**config.mk**
```make
export PLATFORM = sky130hd
export DESIGN_NAME = booth_product_accumulator
export DESIGN_NICKNAME = d
export VERILOG_FILES = /design/src/rtl/booth_pkg.sv /design/src/rtl/booth_sat_add.sv /design/src/rtl/booth_product_accumulator.sv
export SDC_FILE = /design/constraint.sdc
export NUM_CORES = 1
export LEC_CHECK = 0
export CAP_MARGIN = 5
export CORE_ASPECT_RATIO = 1.75
export CORE_MARGIN = 2
export CORE_UTILIZATION = 41
export CTS_CLUSTER_SIZE = 24
export DETAILED_ROUTE_END_ITERATION = 6
export PLACE_DENSITY = 0.72
export SYNTH_ARGS = -nofsm -noshare
export SYNTH_HDL_FRONTEND = slang
export SYNTH_SLANG_ARGS = --single-unit
export TNS_END_PERCENT = 1
```
**constraint.sdc**
```tcl
create_clock -name clk -period 2.35 [get_ports clk]
set_input_delay 0.705 -clock clk [delete_from_list [all_inputs] [get_ports clk]]
set_output_delay 0.705 -clock clk [all_outputs]
set_load 0.05 [all_outputs]
```
**src/rtl/booth_pkg.sv**
```systemverilog
// Shared types and helpers for the Booth MAC datapath.
// States, default widths and saturation bounds used by the accumulator.
package booth_pkg;

  localparam int PROD_W_DEF = 8;

  typedef enum logic [1:0] {
    IDLE  = 2'd0,
    ACCUM = 2'd1,
    DONE  = 2'd2
  } acc_state_t;

  function automatic logic [63:0] sat_max(input int w);
    return (64'd1 << (w - 1)) - 64'd1;
  endfunction

  function automatic logic [63:0] sat_min(input int w);
    return ~sat_max(w);
  endfunction

endpackage

```
**src/rtl/booth_sat_add.sv**
```systemverilog
// Signed adder with overflow detect; clamps when BOOTH_ACC_SATURATE_EN
// is defined, otherwise wraps modulo 2**W.
module booth_sat_add
  import booth_pkg::*;
#(
  parameter int W = 16
) (
  input  logic [W-1:0] a,
  input  logic [W-1:0] b,
  output logic [W-1:0] sum,
  output logic         ovf
);

  logic [W-1:0] raw;

  assign raw = a + b;
  assign ovf = (a[W-1] == b[W-1]) &&
               (raw[W-1] != a[W-1]);

`ifdef BOOTH_ACC_SATURATE_EN
  localparam logic [W-1:0] MAX_V = W'(sat_max(W));
  localparam logic [W-1:0] MIN_V = W'(sat_min(W));

  // both operands share a sign on overflow, so a's sign picks the rail
  assign sum = !ovf    ? raw   :
               a[W-1]  ? MIN_V : MAX_V;
`else
  assign sum = raw;
`endif

endmodule

```
**src/rtl/booth_product_accumulator.sv**
```systemverilog
// Sums a job of LEN signed products into a wide accumulator.
// Build option BOOTH_ACC_SATURATE_EN selects clamping instead of wrap.
module booth_product_accumulator
  import booth_pkg::*;
#(
  parameter int PROD_W = PROD_W_DEF,
  parameter int ACC_W  = 16,
  parameter int LEN_W  = 4
) (
  input  logic              clk,
  input  logic              rst_n,
  input  logic              start,
  input  logic [LEN_W-1:0]  len,
  input  logic              prod_valid,
  output logic              prod_ready,
  input  logic [PROD_W-1:0] product,
  output logic              acc_valid,
  input  logic              acc_ready,
  output logic [ACC_W-1:0]  acc_out,
  output logic              busy,
  output logic              overflow
);

  acc_state_t state, state_n;

  logic [ACC_W-1:0] acc, acc_n;
  logic [ACC_W-1:0] ext, sum;
  logic             ovf_r, ovf_n, add_ovf;
  logic [LEN_W-1:0] rem, rem_n;

  logic signed [PROD_W-1:0] prod_s;

  assign prod_s = product;
  assign ext    = ACC_W'(prod_s);

  booth_sat_add #(.W(ACC_W)) u_add (
    .a   (acc),
    .b   (ext),
    .sum (sum),
    .ovf (add_ovf)
  );

  always_ff @(posedge clk or negedge rst_n) begin
    if (!rst_n) begin
      state <= IDLE;
      acc   <= '0;
      ovf_r <= 1'b0;
      rem   <= '0;
    end else begin
      state <= state_n;
      acc   <= acc_n;
      ovf_r <= ovf_n;
      rem   <= rem_n;
    end
  end

  always_comb begin
    state_n = state;
    acc_n   = acc;
    ovf_n   = ovf_r;
    rem_n   = rem;
    case (state)
      IDLE: begin
        if (start) begin
          acc_n   = '0;
          ovf_n   = 1'b0;
          rem_n   = len;
          state_n = (len == '0) ? DONE : ACCUM;
        end
      end
      ACCUM: begin
        if (prod_valid) begin
          acc_n = sum;
          ovf_n = ovf_r | add_ovf;
          rem_n = rem - 1'b1;
          if (rem == LEN_W'(1))
            state_n = DONE;
        end
      end
      DONE: begin
        if (acc_ready)
          state_n = IDLE;
      end
      default: state_n = IDLE;
    endcase
  end

  assign prod_ready = (state == ACCUM);
  assign acc_valid  = (state == DONE);
  assign busy       = (state != IDLE);
  assign acc_out    = acc;
  assign overflow   = ovf_r;

endmodule
```
==> results.sh, run 1 <==
export IMPL_via_count=1703
export IMPL_dp_slack_ns=-0.765
export IMPL_setup_viol=6
export IMPL_cp_cell_sequence="buf_6 > ha_4 > fa_2 > a21o_1 > a21o_1 > a2111oi_4 > inv_2 > a31oi_4 > xor2_1 > o21ai_1"
export IMPL_syn_inst=187
export IMPL_cp_num_buf_inv=2
export IMPL_ctsHoldBuffers=0
export IMPL_ys_seq_area_share_pct=33.9
export IMPL_vias_per_cell=5.39
export IMPL_synthArstFlopShare_pct=100
export IMPL_period_share_pct=104
export IMPL_crit_arrival_ns=2.59
export IMPL_final_common_cell="buf_4"
export IMPL_violations="negative setup slack"
export IMPL_power_frac_seq_pct=19.9
export IMPL_synth_xor_area_share_pct=7.16
export IMPL_p_sw_uw=1810
export IMPL_instances_no_fill=316
export IMPL_syn_cell_area_mm2=0.00170
export IMPL_cts_root_buf="clkbuf_8"
export IMPL_slew_viol_final=0
export IMPL_reg2reg_from="acc_out[0]"
export IMPL_worstHoldStart="overflow"
export IMPL_synthAdderAreaFrac_pct=13.7
export IMPL_layout_common_cells="buf_4 (47), clkdlybuf4s50_1 (25), nand2_1 (23)"
export IMPL_p_int_uw=1920
export IMPL_path_clk_slew_ns=0.08
export IMPL_synth_mux_area_share_pct=0
export IMPL_tightest_slew_ns=0.506
export IMPL_ys_seq_elements=23
export IMPL_synth_compound_area_share_pct=27.9
export IMPL_routed_wl_um=4530
export IMPL_antenna_found_initial=0
export IMPL_worstSetupPathType="in2reg"
export IMPL_yosysUniqueCellTypes=45
export IMPL_synth_avg_cell_area_um2=9.07
export IMPL_timing_final_ws_setup_ns=-0.0828
export IMPL_htreeDepth=1
export IMPL_synth_nets=222
export IMPL_syn2layout_area_growth_pct=55.7
export IMPL_cp_startpoint="product[0]"
export IMPL_pin_count=37
export IMPL_grt_overflow=0
export IMPL_grt_setup_unrepaired="yes"
export IMPL_cpLargestDelayFamily="compound AO/OA/AOI/OAI gates"
export IMPL_nNetsFinal=303
export IMPL_rows=31
export IMPL_clkLatencyLatePin_ns=0.27
export IMPL_grt_usage_pct=20.6
export IMPL_pwr_share_clk_pct=6.6
export IMPL_synth_ff_type="dfrtp_1"
export IMPL_clock_skew_ns=0.00474
export IMPL_dp_cells=307
export IMPL_cts_tree="yes"
export IMPL_yosys_warnings=0
export IMPL_max_freq_ghz=0.411
export IMPL_start_util_pct=41.6
export IMPL_cp_slowest_stage_delay_ns=0.39
export IMPL_crit_path_top_delay_cell="a2111oi_4"
export IMPL_period_minus_slack_ns=2.43
export IMPL_status="finished with violations"
export IMPL_io_buffers=36
export IMPL_finalHoldViolCount=0
export IMPL_end_kind="register"
export IMPL_dieArea_mm2=0.00469
export IMPL_gp_congestion=0.884
export IMPL_totalNegativeSetupSlack_ns=-0.341
export IMPL_swShare_pct=48.6
export IMPL_initialDrtViolationCount=31
export IMPL_wl_per_cell_um=14.3
export IMPL_first_pass_iters=4
export IMPL_crit_path_frequent_cell="a21o_1"
export IMPL_synthSimpleGateAreaFrac_pct=14.0
export IMPL_startpoint_type="input pin"
export IMPL_max_vdd_ir_drop_v=0.000739
export IMPL_grt_pass1_wl_um=7260
export IMPL_synth_top_family_by_area="compound AO/OA/AOI/OAI gates"
export IMPL_fp_coreArea_mm2=0.00407
export IMPL_clkSinkCount=23
export IMPL_die_h_um=89.1
export IMPL_antenna_left=0
export IMPL_grt_max_degree=24
export IMPL_grt_busiest_layer="met2"
export IMPL_hold_class="reg2reg"
export IMPL_numCtsBuffers=3
export IMPL_cts_path_max_buffers=2
export IMPL_p_per_area_mw_per_mm2=1410
export IMPL_met2_usage_pct=41.8
export IMPL_slew_headroom_pct=66.1
export IMPL_combPwrFrac_pct=73.5
export IMPL_hpwl_um=3470
export IMPL_crit_path_max_fanout=3
export IMPL_drive_gt1_share_pct=31.1
export IMPL_grt_util_met1_pct=20.8
export IMPL_drc=0
export IMPL_grt_pass1_vias=1680
export IMPL_synth_edf_count=0
export IMPL_antenna_cells=0
export IMPL_die_w_um=52.6
export IMPL_required_ns=2.51
export IMPL_cap_violations=0
export IMPL_p_leak_uw=0.00118
export IMPL_use_met3_pct=1.67
[timing repair]
action                                  4_1_cts  5_1_grt
pin swaps                                    27       10
gates cloned                                  0        0
buffers inserted                              5        0
endpoints found under the setup margin       10        8
resized for setup                            33        6
[per-stage QoR]
| stage | utilization, % | hold WS (ns) | total power, uW | cell area, um^2 |
|---|---|---|---|---|
| finish | 64.8 | 0.498 | 3740 | 2640 |
| global route | 64.8 | 0.535 | 4020 | 2640 |
| CTS | 64.2 | 0.504 | 3700 | 2610 |
| detailed placement | 59.8 | 0.485 | 3300 | 2440 |
| global placement | 59.8 | 0.486 | 3250 | 2440 |
| floorplan | - | 0.409 | 2360 | 1730 |
[sequential cells by signal, indices dropped and copies added, names as in the netlist]
register and flops:
rem 4, acc_out 16, state 2, overflow 1
[final timing paths]
check	slack, ns	endpoint	cells past startpoint
max	-0.08	acc_out[8]	10
min	0.50	overflow	2
max reg2reg	0.01	acc_out[8]	9
min reg2reg	0.50	overflow	2
max in group asynchronous	1.32	acc_out[6]	2
min in group asynchronous	0.78	acc_out[3]	2
[power groups by stage]
stage | Combinational, uW | Sequential [uW] | Clock (uW)
global placement | 2520 | 726 | 0
finish | 2740 | 744 | 247
floorplan | 1260 | 1100 | 0
global route | 2970 | 773 | 271
CTS | 2690 | 747 | 258
detailed placement | 2570 | 730 | 0
[final cells by class]
| class | instances | area, um^2 |
|---|---|---|
| fillers | 354 | 1430 |
| flip-flops and latches | 23 | 577 |
| multi-input cells | 150 | 1220 |
| clock buffers | 4 | 45.0 |
| repair buffers | 82 | 702 |
| inverters | 8 | 30.0 |
| well taps | 49 | 61.3 |
[Yosys cell counts (2+ instances only)]
master,count,area (um^2)
a211oi_1,2,15.0
o31ai_1,2,15.0
nand2_1,23,86.3
a21oi_1,15,75.1
buf_2,2,10.0
dfrtp_1,23,576
nor2b_1,3,18.8
xnor2_1,4,35.0
nor2_1,10,37.5
xor2_1,8,70.1
nand2b_1,3,18.8
and3_1,2,12.5
a22o_1,2,17.5
ha_1,17,213
a31oi_1,3,18.8
inv_1,7,26.3
o21ai_1,18,90.1
nor3_1,2,10.0
o21ai_0,3,15.0
nand3_1,4,20.0
clkbuf_1,4,15.0
a21o_1,5,37.5
o21bai_1,3,22.5
[logic make-up after synthesis]
logic type      Yosys count
compound gates           67
xor+xnor                 13
fa+ha+maj                18
buf+inv                  14
flops                    23
simple gates             52
[tightest hold or removal path: cells and delay by family, from the launching register on]
| family | cells | cell delay [ns] |
|---|---|---|
| flip-flops | 1 | 0.35 |
| AND/OR/NAND/NOR | 2 | 0.12 |
[routing by layer]
metal / share of wire [%] / wire, um
met5: 0 / 0
met4: 1.8 / 81
met3: 2.6 / 117
met2: 59 / 2650
met1: 37 / 1670
(Power assumes the default switching activity.)
==> inputs of run 2 (changes only) <==
--- a/config.mk
+++ b/config.mk
@@ -15,4 +15,4 @@
 export SYNTH_ARGS = -nofsm -noshare
 export SYNTH_HDL_FRONTEND = slang
 export SYNTH_SLANG_ARGS = --single-unit
-export TNS_END_PERCENT = 1
+export TNS_END_PERCENT = 10
==> results of run 2 <==
Final layout, timing and power as in run 1 (identical DEF).
